[config.mk]
export PLATFORM = sky130hd
export DESIGN_NAME = io_bus_initiator
export DESIGN_NICKNAME = d
export VERILOG_FILES = /design/src/rtl/io_initiator_pkg.sv /design/src/rtl/int_ack_ctrl.sv /design/src/rtl/io_bus_initiator.sv
export SDC_FILE = /design/constraint.sdc
export NUM_CORES = 1
export LEC_CHECK = 0
export ABC_AREA = 1
export CAP_MARGIN = 30
export CORE_MARGIN = 2
export CORE_UTILIZATION = 30
export CTS_BUF_LIST = sky130_fd_sc_hd__clkbuf_8
export DETAILED_ROUTE_END_ITERATION = 6
export GPL_TIMING_DRIVEN = 0
export PLACE_DENSITY = 0.68
export SYNTH_ARGS = -nofsm -noshare
export SYNTH_HDL_FRONTEND = slang
export SYNTH_SLANG_ARGS = --single-unit
[constraint.sdc]
create_clock -name Sys_Clock -period 3.3 [get_ports Sys_Clock]
set_input_delay 0.66 -clock Sys_Clock [delete_from_list [all_inputs] [get_ports Sys_Clock]]
set_output_delay 0.66 -clock Sys_Clock [all_outputs]
set_load 0.02 [all_outputs]
[src/rtl/io_initiator_pkg.sv]
// Shared types and legal parameter ranges for the IO bus initiator.
// The bus and interrupt FSM encodings live here so both files agree on them.
package io_initiator_pkg;

  typedef enum logic [1:0] {
    B_IDLE,
    B_RDWAIT,
    B_RESP
  } bus_state_t;

  typedef enum logic [1:0] {
    I_IDLE,
    I_PEND,
    I_ACK,
    I_HOLD
  } int_state_t;

  localparam int RD_LATENCY_MIN  = 1;
  localparam int RD_LATENCY_MAX  = 4;
  localparam int ACK_HOLDOFF_MIN = 1;
  localparam int ACK_HOLDOFF_MAX = 7;

endpackage

[src/rtl/int_ack_ctrl.sv]
// External-interrupt handshake: latch request/ID, present it to the core,
// pulse the acknowledge on take, then ignore the EIC for a hold-off window.
module int_ack_ctrl
  import io_initiator_pkg::*;
#(
  parameter int ACK_HOLDOFF = 2
) (
  input  logic clk,
  input  logic rst_n,
  input  logic eic_int_req,
  input  logic eic_int_id,
  input  logic core_int_take,
  output logic core_int_pending,
  output logic core_int_id,
  output logic eic_int_ack
);

  localparam int HoldEff = (ACK_HOLDOFF < ACK_HOLDOFF_MIN) ? ACK_HOLDOFF_MIN :
                           (ACK_HOLDOFF > ACK_HOLDOFF_MAX) ? ACK_HOLDOFF_MAX : ACK_HOLDOFF;
  localparam int HoldCntW = $clog2(ACK_HOLDOFF_MAX + 1);
  localparam logic [HoldCntW-1:0] HoldInit = HoldCntW'(HoldEff);
  localparam logic [HoldCntW-1:0] HoldOne  = HoldCntW'(1);

  int_state_t            state_q, state_d;
  logic [HoldCntW-1:0]   hold_cnt_q, hold_cnt_d;
  logic                  pending_q, pending_d;
  logic                  id_q, id_d;
  logic                  ack_q, ack_d;

  always_comb begin
    state_d    = state_q;
    hold_cnt_d = hold_cnt_q;
    pending_d  = pending_q;
    id_d       = id_q;
    ack_d      = 1'b0;
    case (state_q)
      I_IDLE: begin
        if (eic_int_req) begin
          id_d      = eic_int_id;
          pending_d = 1'b1;
          state_d   = I_PEND;
        end
      end
      I_PEND: begin
        if (core_int_take) begin
          pending_d = 1'b0;
          ack_d     = 1'b1;
          state_d   = I_ACK;
        end
      end
      I_ACK: begin
        hold_cnt_d = HoldInit;
        state_d    = I_HOLD;
      end
      I_HOLD: begin
        // Leave on the edge where the count reaches zero.
        if (hold_cnt_q <= HoldOne) begin
          hold_cnt_d = '0;
          state_d    = I_IDLE;
        end else begin
          hold_cnt_d = hold_cnt_q - HoldOne;
        end
      end
      default: begin
        pending_d = 1'b0;
        state_d   = I_IDLE;
      end
    endcase
  end

  always_ff @(posedge clk or negedge rst_n) begin
    if (!rst_n) begin
      state_q    <= I_IDLE;
      hold_cnt_q <= '0;
      pending_q  <= 1'b0;
      id_q       <= 1'b0;
      ack_q      <= 1'b0;
    end else begin
      state_q    <= state_d;
      hold_cnt_q <= hold_cnt_d;
      pending_q  <= pending_d;
      id_q       <= id_d;
      ack_q      <= ack_d;
    end
  end

  assign core_int_pending = pending_q;
  assign core_int_id      = id_q;
  assign eic_int_ack      = ack_q;

endmodule

[src/rtl/io_bus_initiator.sv]
// Core-side initiator for the IO register bus plus the EIC interrupt handshake.
// Loads and stores are strobed for one cycle; loads return after a fixed latency.
module io_bus_initiator
  import io_initiator_pkg::*;
#(
  parameter int RD_LATENCY  = 1,
  parameter int ACK_HOLDOFF = 2
) (
  input  logic        Sys_Clock,
  input  logic        Sys_Reset,
  input  logic        Core_Req,
  input  logic        Core_Write,
  input  logic [29:0] Core_Address,
  input  logic [31:0] Core_WrData,
  output logic        Core_Ready,
  output logic        Core_RdValid,
  output logic [31:0] Core_RdData,
  output logic        Core_IntPending,
  output logic        Core_IntId,
  input  logic        Core_IntTake,
  output logic [29:0] Sys_Address,
  output logic [31:0] Sys_WrData,
  output logic        Sys_WrEn,
  output logic        Sys_RdEn,
  input  logic [31:0] Sys_RdData,
  input  logic        EIC_IntReq,
  input  logic        EIC_IntId,
  output logic        EIC_IntAck
);

  localparam int RdLatEff = (RD_LATENCY < RD_LATENCY_MIN) ? RD_LATENCY_MIN :
                            (RD_LATENCY > RD_LATENCY_MAX) ? RD_LATENCY_MAX : RD_LATENCY;
  localparam int RdCntW = $clog2(RD_LATENCY_MAX + 2);
  // The count spans the strobe cycle, the read latency, and the step into B_RESP.
  localparam logic [RdCntW-1:0] RdCntInit = RdCntW'(RdLatEff + 1);
  localparam logic [RdCntW-1:0] RdCntOne  = RdCntW'(1);

  bus_state_t          state_q, state_d;
  logic [RdCntW-1:0]   rd_cnt_q, rd_cnt_d;
  logic [29:0]         addr_q, addr_d;
  logic [31:0]         wr_data_q, wr_data_d;
  logic                wr_en_q, wr_en_d;
  logic                rd_en_q, rd_en_d;
  logic                rd_valid_q, rd_valid_d;
  logic [31:0]         rd_data_q, rd_data_d;
  logic [31:0]         rd_sample_q, rd_sample_d;
  logic                ready_q, ready_d;

  always_comb begin
    state_d     = state_q;
    rd_cnt_d    = rd_cnt_q;
    addr_d      = addr_q;
    wr_data_d   = wr_data_q;
    wr_en_d     = 1'b0;
    rd_en_d     = 1'b0;
    rd_valid_d  = 1'b0;
    rd_data_d   = rd_data_q;
    rd_sample_d = rd_sample_q;
    case (state_q)
      B_IDLE: begin
        if (Core_Req && ready_q) begin
          addr_d = Core_Address;
          if (Core_Write) begin
            wr_data_d = Core_WrData;
            wr_en_d   = 1'b1;
          end else begin
            rd_en_d  = 1'b1;
            rd_cnt_d = RdCntInit;
            state_d  = B_RDWAIT;
          end
        end
      end
      B_RDWAIT: begin
        if (rd_cnt_q == '0) begin
          rd_data_d  = rd_sample_q;
          rd_valid_d = 1'b1;
          state_d    = B_RESP;
        end else begin
          // Sys_RdData is captured RD_LATENCY edges after the strobe cycle ends.
          if (rd_cnt_q == RdCntOne) begin
            rd_sample_d = Sys_RdData;
          end
          rd_cnt_d = rd_cnt_q - RdCntOne;
        end
      end
      B_RESP: begin
        state_d = B_IDLE;
      end
      default: begin
        state_d = B_IDLE;
      end
    endcase
    ready_d = (state_d == B_IDLE);
  end

  always_ff @(posedge Sys_Clock or negedge Sys_Reset) begin
    if (!Sys_Reset) begin
      state_q     <= B_IDLE;
      rd_cnt_q    <= '0;
      addr_q      <= '0;
      wr_data_q   <= '0;
      wr_en_q     <= 1'b0;
      rd_en_q     <= 1'b0;
      rd_valid_q  <= 1'b0;
      rd_data_q   <= '0;
      rd_sample_q <= '0;
      ready_q     <= 1'b0;
    end else begin
      state_q     <= state_d;
      rd_cnt_q    <= rd_cnt_d;
      addr_q      <= addr_d;
      wr_data_q   <= wr_data_d;
      wr_en_q     <= wr_en_d;
      rd_en_q     <= rd_en_d;
      rd_valid_q  <= rd_valid_d;
      rd_data_q   <= rd_data_d;
      rd_sample_q <= rd_sample_d;
      ready_q     <= ready_d;
    end
  end

  assign Core_Ready   = ready_q;
  assign Core_RdValid = rd_valid_q;
  assign Core_RdData  = rd_data_q;
  assign Sys_Address  = addr_q;
  assign Sys_WrData   = wr_data_q;
  assign Sys_WrEn     = wr_en_q;
  assign Sys_RdEn     = rd_en_q;

  int_ack_ctrl #(
    .ACK_HOLDOFF(ACK_HOLDOFF)
  ) u_int_ack_ctrl (
    .clk             (Sys_Clock),
    .rst_n           (Sys_Reset),
    .eic_int_req     (EIC_IntReq),
    .eic_int_id      (EIC_IntId),
    .core_int_take   (Core_IntTake),
    .core_int_pending(Core_IntPending),
    .core_int_id     (Core_IntId),
    .eic_int_ack     (EIC_IntAck)
  );

endmodule

==> flow_metrics.env, run 1 <==
export IMPL_status="complete, no violations"
export IMPL_die_area_mm2=0.0199
export IMPL_dr_total_vias=4611
export IMPL_cp_arrival_ns=1.46
export IMPL_drive_gt1_share_pct=7.97
export IMPL_synth_area_mm2=0.00563
export IMPL_drv_slew=0
export IMPL_multi_input_area_mm2=0.00172
export IMPL_required_ns=2.64
export IMPL_wl_met3_um=914
export IMPL_wl_met1_um=6320
export IMPL_ys_warnings_count=0
export IMPL_grt_max_degree=78
export IMPL_synth_top_cell_by_area="dfrtp_1"
export IMPL_fin_worst_skew_ns=0.00912
export IMPL_drtIter0Drc=168
export IMPL_cts_hold_buffers=0
export IMPL_synth_top_area_share_pct=63.6
export IMPL_cts_max_level=4
export IMPL_top_layer="met4"
export IMPL_grt_pass1_vias=4682
export IMPL_hold_viol=0
export IMPL_hold_path_class="input pin to async pin"
export IMPL_dr_pass1_iters=6
export IMPL_routedWlPerCell_um=12.9
export IMPL_ir_worst_vdd_uv=384
export IMPL_total_power_mw=7.94
export IMPL_synth_seq_cells=143
export IMPL_ys_seq_area_share_pct=63.6
export IMPL_crit_family="buffers and inverters"
export IMPL_rsz0062_at_grt="false"
export IMPL_cts_clk_slew_worst_paths_ns=0.08
export IMPL_numPortBuffers=201
export IMPL_place_detailed_instances=1055
export IMPL_p_per_area_mw_per_mm2=951
export IMPL_synth_nets=729
export IMPL_cts_tree="yes"
export IMPL_clock_fmax_mhz=471
export IMPL_cp_num_buf_inv=1
export IMPL_end_kind="output pin"
export IMPL_start_kind="flop"
export IMPL_sw_frac_of_total_pct=38.5
export IMPL_tightestPinTransition_ns=0.638
export IMPL_drtAntennaViolNets=0
export IMPL_maxSlewHeadroom_pct=57.5
export IMPL_ys_top_cells_by_area="dfrtp_1, nand2_1, inv_1"
export IMPL_antenna_found_initial=0
export IMPL_clock_sinks=143
export IMPL_switchingPower_mw=3.06
export IMPL_finalCritPeriodShare_pct=64.4
export IMPL_start_util_pct=30.3
export IMPL_regArea_mm2=0.00358
export IMPL_nNetsFinal=950
export IMPL_drv_cap=0
export IMPL_die_h_um=141
export IMPL_cts_buffer_depth=2
export IMPL_fin_setup_tns_ns=0
export IMPL_met2_length_um=6610
export IMPL_insertion_delay_ns=0.44
export IMPL_power_frac_seq_pct=38.1
export IMPL_core_region_area_mm2=0.0186
export IMPL_path_cells="clkdlybuf4s50_1"
export IMPL_cts_inserted_buffers=17
export IMPL_area_growth_pct=48.3
export IMPL_internal_power_mw=4.88
export IMPL_slowest_delay_ns=0.64
export IMPL_leakagePower_nw=4.21
export IMPL_drc_errors=0
export IMPL_path_class="flop to output pin"
export IMPL_cts_setup_buffers=0
export IMPL_avgSynthCellArea_um2=9.09
export IMPL_final_area_mm2=0.00835
export IMPL_rows=50
export IMPL_combPwrFrac_pct=44.9
export IMPL_grt_pass1_wl_um=23100
export IMPL_dp_hpwl_um=10100
export IMPL_fin_crit_ns=2.12
export IMPL_viasPerCell=4.24
export IMPL_fillers=1828
export IMPL_postCtsResizedCells=0
export IMPL_yosysUniqueCellTypes=25
export IMPL_cts_root_buf="clkbuf_8"
export IMPL_diodes=0
export IMPL_chipWidth_um=141
export IMPL_worstPathMaxFanout=2
export IMPL_place_area_mm2=0.00796
export IMPL_totalWireLength_um=14000
export IMPL_synth_cells=619
export IMPL_ios=202
export IMPL_routabilityCongestion=0.766
export IMPL_cp_slowest_cell="clkdlybuf4s50_1"
export IMPL_grt_usage_pct=14.7
export IMPL_setup_viol=0
export IMPL_overflow=0
export IMPL_final_cells=1087
export IMPL_clockPowerShare_pct=17.0
## power by group through the flow
stage	registers, mW	logic (mW)	clock network (mW)
2_1_floorplan	3.72	1.22	0
4_1_cts	3.03	3.64	1.42
3_3_place_gp	3.03	3.56	0
5_1_grt	3.12	3.94	1.50
3_5_place_dp	3.05	3.63	0
6_report	3.02	3.56	1.35
## cell usage after synthesis
| cell type | n |
|---|---|
| o22ai_1 | 1 |
| o21ai_1 | 10 |
| buf_4 | 5 |
| nand3_1 | 6 |
| mux2_2 | 1 |
| buf_2 | 18 |
| inv_1 | 49 |
| xnor2_1 | 2 |
| mux2i_1 | 1 |
| nand3b_1 | 1 |
| ha_1 | 9 |
| or2_2 | 2 |
| nor2_4 | 2 |
| a21oi_1 | 10 |
| nand2_4 | 1 |
| nor2_1 | 16 |
| o21ai_0 | 25 |
| clkinv_2 | 1 |
| inv_2 | 3 |
| nand2_1 | 309 |
| nand2_2 | 1 |
| clkbuf_2 | 1 |
| dfrtp_1 | 143 |
| or2_1 | 1 |
| nand3_4 | 1 |
## stage by stage
stage	setup WS [ns]	hold WS [ns]	util, %
global route	1.09	0.208	44.9
CTS	1.13	0.183	44.9
floorplan	1.94	0.364	-
global placement	-4.36	0.448	42.7
detailed placement	1.23	0.452	42.8
finish	1.18	0.191	44.9
## routing by layer
metal,GRT usage [%],vias up
li1,-,2317
met1,18.4,2141
met2,24.3,143
met3,5.10,10
met4,4.47,0
met5,0,-
## layout make-up
cell class | count | share of cell area, %
clock inverters | 12 | 1.33
flip-flops and latches | 143 | 42.9
repair buffers | 202 | 24.4
clock buffers | 20 | 3.30
multi-input cells | 399 | 20.6
plain buffers | 24 | 1.59
inverters | 53 | 2.40
well taps | 234 | 3.51
## registers in the layout (all words and copies together) (netlist names)
| register | flops |
|---|---|
| Core_RdData | 32 |
| Sys_WrData | 32 |
| rd_sample_q | 32 |
| Sys_Address | 30 |
| rd_cnt_q | 3 |
| u_int_ack_ctrl.hold_cnt_q | 3 |
| state_q | 2 |
| u_int_ack_ctrl.state_q | 2 |
| Core_RdValid | 1 |
| Core_Ready | 1 |
| Sys_RdEn | 1 |
| Sys_WrEn | 1 |
| u_int_ack_ctrl.core_int_id | 1 |
| u_int_ack_ctrl.core_int_pending | 1 |
| u_int_ack_ctrl.eic_int_ack | 1 |
## worst paths after layout
| kind | from | endpoint | slack (ns) | depth (start not counted) |
|---|---|---|---|---|
| min | Sys_Reset | Sys_WrData[26] | 0.19 | 1 |
| min reg2reg | rd_sample_q[1] | Core_RdData[1] | 0.47 | 2 |
| min in group Sys_Clock | rd_sample_q[1] | Core_RdData[1] | 0.47 | 2 |
| max reg2reg | rd_cnt_q[0] | rd_sample_q[29] | 1.71 | 7 |
| max in group asynchronous | Sys_Reset | u_int_ack_ctrl.state_q[0] | 2.29 | 2 |
| max | Core_RdData[24] | Core_RdData[24] | 1.18 | 1 |
## cell families after synthesis
| logic type | after synthesis | share of synthesized area [%] |
|---|---|---|
| compound gates | 46 | 4.11 |
| xor+xnor | 2 | 0.311 |
| fa+ha+maj | 9 | 2.00 |
| buf+inv | 77 | 5.91 |
| flops | 143 | 63.6 |
| mux | 2 | 0.378 |
| simple gates | 340 | 23.7 |
## cells in the final DEF, fill, tap and decap left out, types with 2 or more instances in the layout
| cell type | instances |
|---|---|
| nand2_1 | 309 |
| clkdlybuf4s50_1 | 200 |
| dfrtp_1 | 143 |
| inv_1 | 51 |
| o21ai_0 | 25 |
| clkbuf_8 | 20 |
| buf_2 | 18 |
| nor2_1 | 16 |
| a21oi_1 | 10 |
| o21ai_1 | 10 |
| ha_1 | 9 |
| nand3_1 | 6 |
| buf_4 | 5 |
| clkinvlp_4 | 4 |
| inv_2 | 3 |
| inv_6 | 3 |
| nor2_4 | 2 |
| or2_2 | 2 |
| xnor2_1 | 2 |
| clkinv_4 | 2 |
(Power assumes the default switching activity.)
==> run 2: changes to the inputs <==
--- a/config.mk
+++ b/config.mk
@@ -12,7 +12,7 @@
 export CTS_BUF_LIST = sky130_fd_sc_hd__clkbuf_8
 export DETAILED_ROUTE_END_ITERATION = 6
 export GPL_TIMING_DRIVEN = 0
-export PLACE_DENSITY = 0.68
+export PLACE_DENSITY = 0.71
 export SYNTH_ARGS = -nofsm -noshare
 export SYNTH_HDL_FRONTEND = slang
 export SYNTH_SLANG_ARGS = --single-unit
==> constraint.sdc (replaced) <==
create_clock -name Sys_Clock -period 1.9 [get_ports Sys_Clock]
set_input_delay 0.38 -clock Sys_Clock [delete_from_list [all_inputs] [get_ports Sys_Clock]]
set_output_delay 0.38 -clock Sys_Clock [all_outputs]
set_load 0.02 [all_outputs]
==> run 2 against run 1 <==
Utilization about the same. Count of clock-buffer cells in the layout is 3 lower. Non-clock buffer count rose by 1. Largest power group unchanged. Combinational power rose by 74%. Setup slack worse by 1.1 ns. Sequential share of layout area barely moved. Largest cell class unchanged.
==> flow_metrics.env, run 2 (synthesized netlist as in run 1, its figures left out) <==
export IMPL_sw_frac_of_total_pct=38.7
export IMPL_hold_path_class="input pin to flop"
export IMPL_combPwrFrac_pct=44.9
export IMPL_end_kind="output pin"
export IMPL_insertion_delay_ns=0.44
export IMPL_grt_pass1_wl_um=22900
export IMPL_diodes=0
export IMPL_fin_setup_tns_ns=0
export IMPL_ios=202
export IMPL_path_cells="clkdlybuf4s50_1"
export IMPL_power_frac_seq_pct=38.0
export IMPL_cts_root_buf="clkbuf_8"
export IMPL_drv_slew=0
export IMPL_required_ns=1.52
export IMPL_mostFrequentLayoutCell="nand2_1"
export IMPL_p_per_area_mw_per_mm2=1660
export IMPL_overflow=0
export IMPL_numPortBuffers=201
export IMPL_die_h_um=141
export IMPL_start_util_pct=30.3
export IMPL_cts_clk_slew_worst_paths_ns=0.08
export IMPL_hold_start="Core_Address[11]"
export IMPL_cp_num_buf_inv=1
export IMPL_place_area_mm2=0.00796
export IMPL_cts_tree="yes"
export IMPL_rsz0062_at_grt="false"
export IMPL_dr_total_vias=4603
export IMPL_clock_fmax_mhz=545
export IMPL_start_kind="flop"
export IMPL_worstPathMaxFanout=2
export IMPL_nNetsFinal=951
export IMPL_cts_inserted_buffers=17
export IMPL_routedWlPerCell_um=13.1
export IMPL_drive_gt1_share_pct=7.97
export IMPL_final_area_mm2=0.00835
export IMPL_crit_family="buffers and inverters"
export IMPL_grt_usage_pct=14.7
export IMPL_maxSlewHeadroom_pct=54.6
export IMPL_rows=50
export IMPL_finalCritPeriodShare_pct=96.6
export IMPL_core_region_area_mm2=0.0186
export IMPL_r2r_start="rd_cnt_q[0]"
export IMPL_grt_pass1_vias=4549
export IMPL_total_power_mw=13.8
export IMPL_clock_sinks=143
export IMPL_cp_slowest_cell="clkdlybuf4s50_1"
export IMPL_fin_util_pct=45.0
export IMPL_ir_worst_vdd_uv=608
export IMPL_area_growth_pct=48.4
export IMPL_routabilityCongestion=0.747
export IMPL_viasPerCell=4.23
export IMPL_antenna_found_initial=0
export IMPL_leakagePower_nw=4.21
export IMPL_fin_worst_skew_ns=0.00989
export IMPL_path_class="flop to output pin"
export IMPL_die_area_mm2=0.0199
export IMPL_fin_crit_ns=1.83
export IMPL_totalWireLength_um=14200
export IMPL_internal_power_mw=8.48
export IMPL_grt_max_degree=74
export IMPL_hold_viol=0
export IMPL_cts_buffer_depth=2
export IMPL_slowest_delay_ns=0.65
export IMPL_switchingPower_mw=5.36
export IMPL_mostFrequentLayoutCells="nand2_1, clkdlybuf4s50_1, dfrtp_1"
export IMPL_cp_arrival_ns=1.45
export IMPL_drv_cap=0
export IMPL_timing_critical_path_from="Core_RdData[22]"
export IMPL_tightestPinTransition_ns=0.682
export IMPL_dp_hpwl_um=10100
export IMPL_chipWidth_um=141
export IMPL_cts_max_level=4
export IMPL_drc_errors=0
export IMPL_drtAntennaViolNets=0
export IMPL_setup_viol=0
export IMPL_drtIter0Drc=157
export IMPL_clockPowerShare_pct=17.1
export IMPL_dr_pass1_iters=4
export IMPL_status="complete, no violations"
## run 2: cell count changes in the layout (fill, tap and decap cells not counted)
| cell | before | now |
|---|---|---|
| clkinvlp_4 | 4 | 6 |
| clkbuf_8 | 20 | 17 |
| dlymetal6s2s_1 | 0 | 1 |
| clkinv_4 | 2 | 1 |
| inv_1 | 51 | 50 |
| bufinv_16 | 1 | 2 |
| clkinv_2 | 1 | 3 |
| inv_6 | 3 | 2 |
| dlygate4sd3_1 | 0 | 1 |
| clkdlybuf4s50_1 | 200 | 199 |
## run 2: power by group through the flow
| stage | clock [mW] | sequential (mW) | combinational (mW) |
|---|---|---|---|
| after global routing | 2.61 | 5.42 | 6.85 |
| final | 2.37 | 5.26 | 6.21 |
| after CTS | 2.46 | 5.26 | 6.32 |
| after floorplan | 0 | 6.46 | 2.12 |
| after global placement | 0 | 5.27 | 6.18 |
| after detailed placement | 0 | 5.30 | 6.31 |
## run 2: metal layers
metal / share of wire [%] / vias to the layer above / global-route usage, % / routed length [µm]
li1: - / 2313 / - / -
met1: 47 / 2116 / 19.5 / 6640
met2: 45 / 154 / 22.8 / 6420
met3: 5.9 / 20 / 4.59 / 832
met4: 2.3 / 0 / 5.16 / 328
met5: 0 / - / 0 / 0
## run 2: area by class of cell
type	count	area (µm²)
fillers	1804	10200
flip-flops and latches	143	3580
repair buffers	203	2050
multi-input cells	399	1720
well taps	234	293
clock buffers	17	234
inverters	53	200
clock inverters	14	145
plain buffers	24	133
## run 2: worst paths after layout
kind                              endpoint  slack, ns  cells past startpoint
hold / removal             Sys_Address[11]       0.46                      3
setup / recovery           Core_RdData[22]       0.07                      1
hold reg to reg            Core_RdData[10]       0.47                      2
min in group asynchronous   Sys_WrData[26]       0.50                      2
setup reg to reg           rd_sample_q[30]       0.29                      6
max in group asynchronous  Core_RdData[19]       0.58                      3
## run 2: metrics by stage
step | instances | hold WS (ns) | setup slack, ns
2_1_floorplan | 619 | 0.0844 | 0.564
3_3_place_gp | 1054 | 0.449 | -5.50
3_5_place_dp | 1055 | 0.430 | 0.120
4_1_cts | 1087 | 0.431 | 0.0316
5_1_grt | 1087 | 0.437 | 0.00277
6_report | 1087 | 0.464 | 0.0654
## run 2: what timing repair did
action / in CTS / in global routing
resized for setup: 0 / 1
hold buffers: 1 / 0
endpoints found under the hold margin: 70 / 0
endpoints found under the setup margin: 0 / 1
setup buffers: 0 / 0
==> run 3: changes to the inputs <==
--- a/config.mk
+++ b/config.mk
@@ -9,7 +9,6 @@
 export CAP_MARGIN = 30
 export CORE_MARGIN = 2
 export CORE_UTILIZATION = 30
-export CTS_BUF_LIST = sky130_fd_sc_hd__clkbuf_8
 export DETAILED_ROUTE_END_ITERATION = 6
 export GPL_TIMING_DRIVEN = 0
 export PLACE_DENSITY = 0.71
==> run 3 against run 2 <==
Clock skew shrank 0.0023 ns. Highest routed layer unchanged. Largest cell class unchanged. Register-to-register slack is essentially flat. Largest power group unchanged. Sequential share of layout area shrank 0.95 points. Critical path type unchanged.
==> flow_metrics.env, run 3 (synthesized netlist as in run 1, its figures left out) <==
export IMPL_start_kind="flop"
export IMPL_tightestPinTransition_ns=0.678
export IMPL_insertion_delay_ns=0.41
export IMPL_p_per_area_mw_per_mm2=1720
export IMPL_mostFrequentLayoutCell="nand2_1"
export IMPL_reg2reg_setup_slack_ns=0.29
export IMPL_cts_tree="yes"
export IMPL_viasPerCell=4.24
export IMPL_path_class="flop to output pin"
export IMPL_cts_clk_slew_worst_paths_ns=0.06
export IMPL_antenna_found_initial=0
export IMPL_slowest_delay_ns=0.65
export IMPL_ff2ff_path_depth=6
export IMPL_maxSlewHeadroom_pct=54.8
export IMPL_drive_gt1_share_pct=7.97
export IMPL_grt_max_degree=74
export IMPL_power_frac_seq_pct=35.8
export IMPL_worstPathMaxFanout=2
export IMPL_cts_setup_buffers=0
export IMPL_whs_endpoint="Core_RdData[10]"
export IMPL_start_util_pct=30.3
export IMPL_cp_slowest_cell="clkdlybuf4s50_1"
export IMPL_mostFrequentLayoutCells="nand2_1, clkdlybuf4s50_1, dfrtp_1"
export IMPL_ir_worst_vdd_uv=717
export IMPL_dp_hpwl_um=10100
export IMPL_dr_total_vias=4611
export IMPL_grt_pass1_wl_um=22900
export IMPL_die_h_um=141
export IMPL_dr_pass1_iters=4
export IMPL_clock_fmax_mhz=556
export IMPL_nNetsFinal=951
export IMPL_sw_frac_of_total_pct=37.1
export IMPL_cts_buffer_depth=2
export IMPL_diodes=0
export IMPL_routabilityCongestion=0.747
export IMPL_cts_inserted_buffers=17
export IMPL_regToRegEndpoint="rd_sample_q[30]"
export IMPL_fin_crit_ns=1.80
export IMPL_drc_errors=0
export IMPL_drtIter0Drc=139
export IMPL_ios=202
export IMPL_place_detailed_instances=1055
export IMPL_clock_sinks=143
export IMPL_holdPathStages=2
export IMPL_switchingPower_mw=5.46
export IMPL_area_growth_pct=51.8
export IMPL_cts_max_level=4
export IMPL_internal_power_mw=9.27
export IMPL_status="complete, no violations"
export IMPL_core_region_area_mm2=0.0186
export IMPL_end_kind="output pin"
export IMPL_final_cells=1087
export IMPL_hold_viol=0
export IMPL_cp_arrival_ns=1.42
export IMPL_clockPowerShare_pct=22.0
export IMPL_routedWlPerCell_um=13.0
export IMPL_fin_setup_tns_ns=0
export IMPL_rsz0062_at_grt="false"
export IMPL_cts_root_buf="clkbuf_16"
export IMPL_leakagePower_nw=4.28
export IMPL_drv_slew=0
export IMPL_path_cells="clkdlybuf4s50_1"
export IMPL_grt_pass1_vias=4570
export IMPL_chipWidth_um=141
export IMPL_required_ns=1.52
export IMPL_cp_num_buf_inv=1
export IMPL_numPortBuffers=201
export IMPL_hold_start="rd_sample_q[10]"
export IMPL_r2r_start="rd_cnt_q[0]"
export IMPL_overflow=0
export IMPL_die_area_mm2=0.0199
export IMPL_crit_family="buffers and inverters"
export IMPL_finalCritPeriodShare_pct=94.6
export IMPL_fin_worst_skew_ns=0.00760
export IMPL_hold_path_class="flop to flop"
export IMPL_setup_viol=0
export IMPL_grt_usage_pct=14.7
export IMPL_combPwrFrac_pct=42.2
export IMPL_rows=50
export IMPL_drv_cap=0
export IMPL_drtAntennaViolNets=0
export IMPL_totalWireLength_um=14200
-- run 3: power by group through the flow --
stage / Sequential [mW] / Clock (mW) / Combinational [mW]
floorplan: 6.46 / 0 / 2.12
detailed placement: 5.30 / 0 / 6.31
finish: 5.27 / 3.24 / 6.22
CTS: 5.27 / 3.34 / 6.32
global route: 5.43 / 3.48 / 6.85
global placement: 5.27 / 0 / 6.18
-- run 3: how the worst max path moves through the flow --
stage                          from               to  slack [ns]  cells after the start
floorplan               rd_cnt_q[0]  rd_sample_q[26]        0.56                      7
global placement          Sys_Reset  rd_sample_q[16]       -5.50                      1
detailed placement         Core_Req   Sys_WrData[23]        0.12                      8
CTS                 Core_RdData[24]  Core_RdData[24]        0.08                      1
global route        Core_RdData[21]  Core_RdData[21]        0.04                      1
finish              Core_RdData[22]  Core_RdData[22]        0.10                      1
-- run 3: metal layers --
| layer | share of wire, % | GRT usage, % | vias up |
|---|---|---|---|
| met2 | 45 | 22.8 | 163 |
| met1 | 47 | 19.5 | 2101 |
| met5 | 0 | 0 | - |
| met3 | 5.5 | 3.97 | 26 |
| li1 | - | - | 2321 |
| met4 | 2.8 | 6.11 | 0 |
-- run 3: cell type report --
class | instances | area [µm²]
fillers | 1784 | 10000
flip-flops and latches | 143 | 3580
repair buffers | 203 | 2050
multi-input cells | 399 | 1720
clock buffers | 18 | 429
well taps | 234 | 293
inverters | 53 | 200
clock inverters | 13 | 141
plain buffers | 24 | 133
-- run 3: what timing repair did --
action,CTS,global route
hold buffers,1,0
endpoints found under the hold margin,35,0
resized for setup,0,0
-- run 3: through the flow --
| stage | util (%) | setup slack (ns) | hold slack [ns] | cell area (µm²) | total power, mW |
|---|---|---|---|---|---|
| after floorplan | - | 0.564 | 0.0844 | 5630 | 8.58 |
| after global placement | 42.7 | -5.50 | 0.449 | 7930 | 11.4 |
| after detailed placement | 42.8 | 0.120 | 0.430 | 7960 | 11.6 |
| after CTS | 46.0 | 0.0777 | 0.471 | 8540 | 14.9 |
| after global routing | 46.0 | 0.0448 | 0.486 | 8540 | 15.8 |
| final | 46.0 | 0.102 | 0.466 | 8540 | 14.7 |
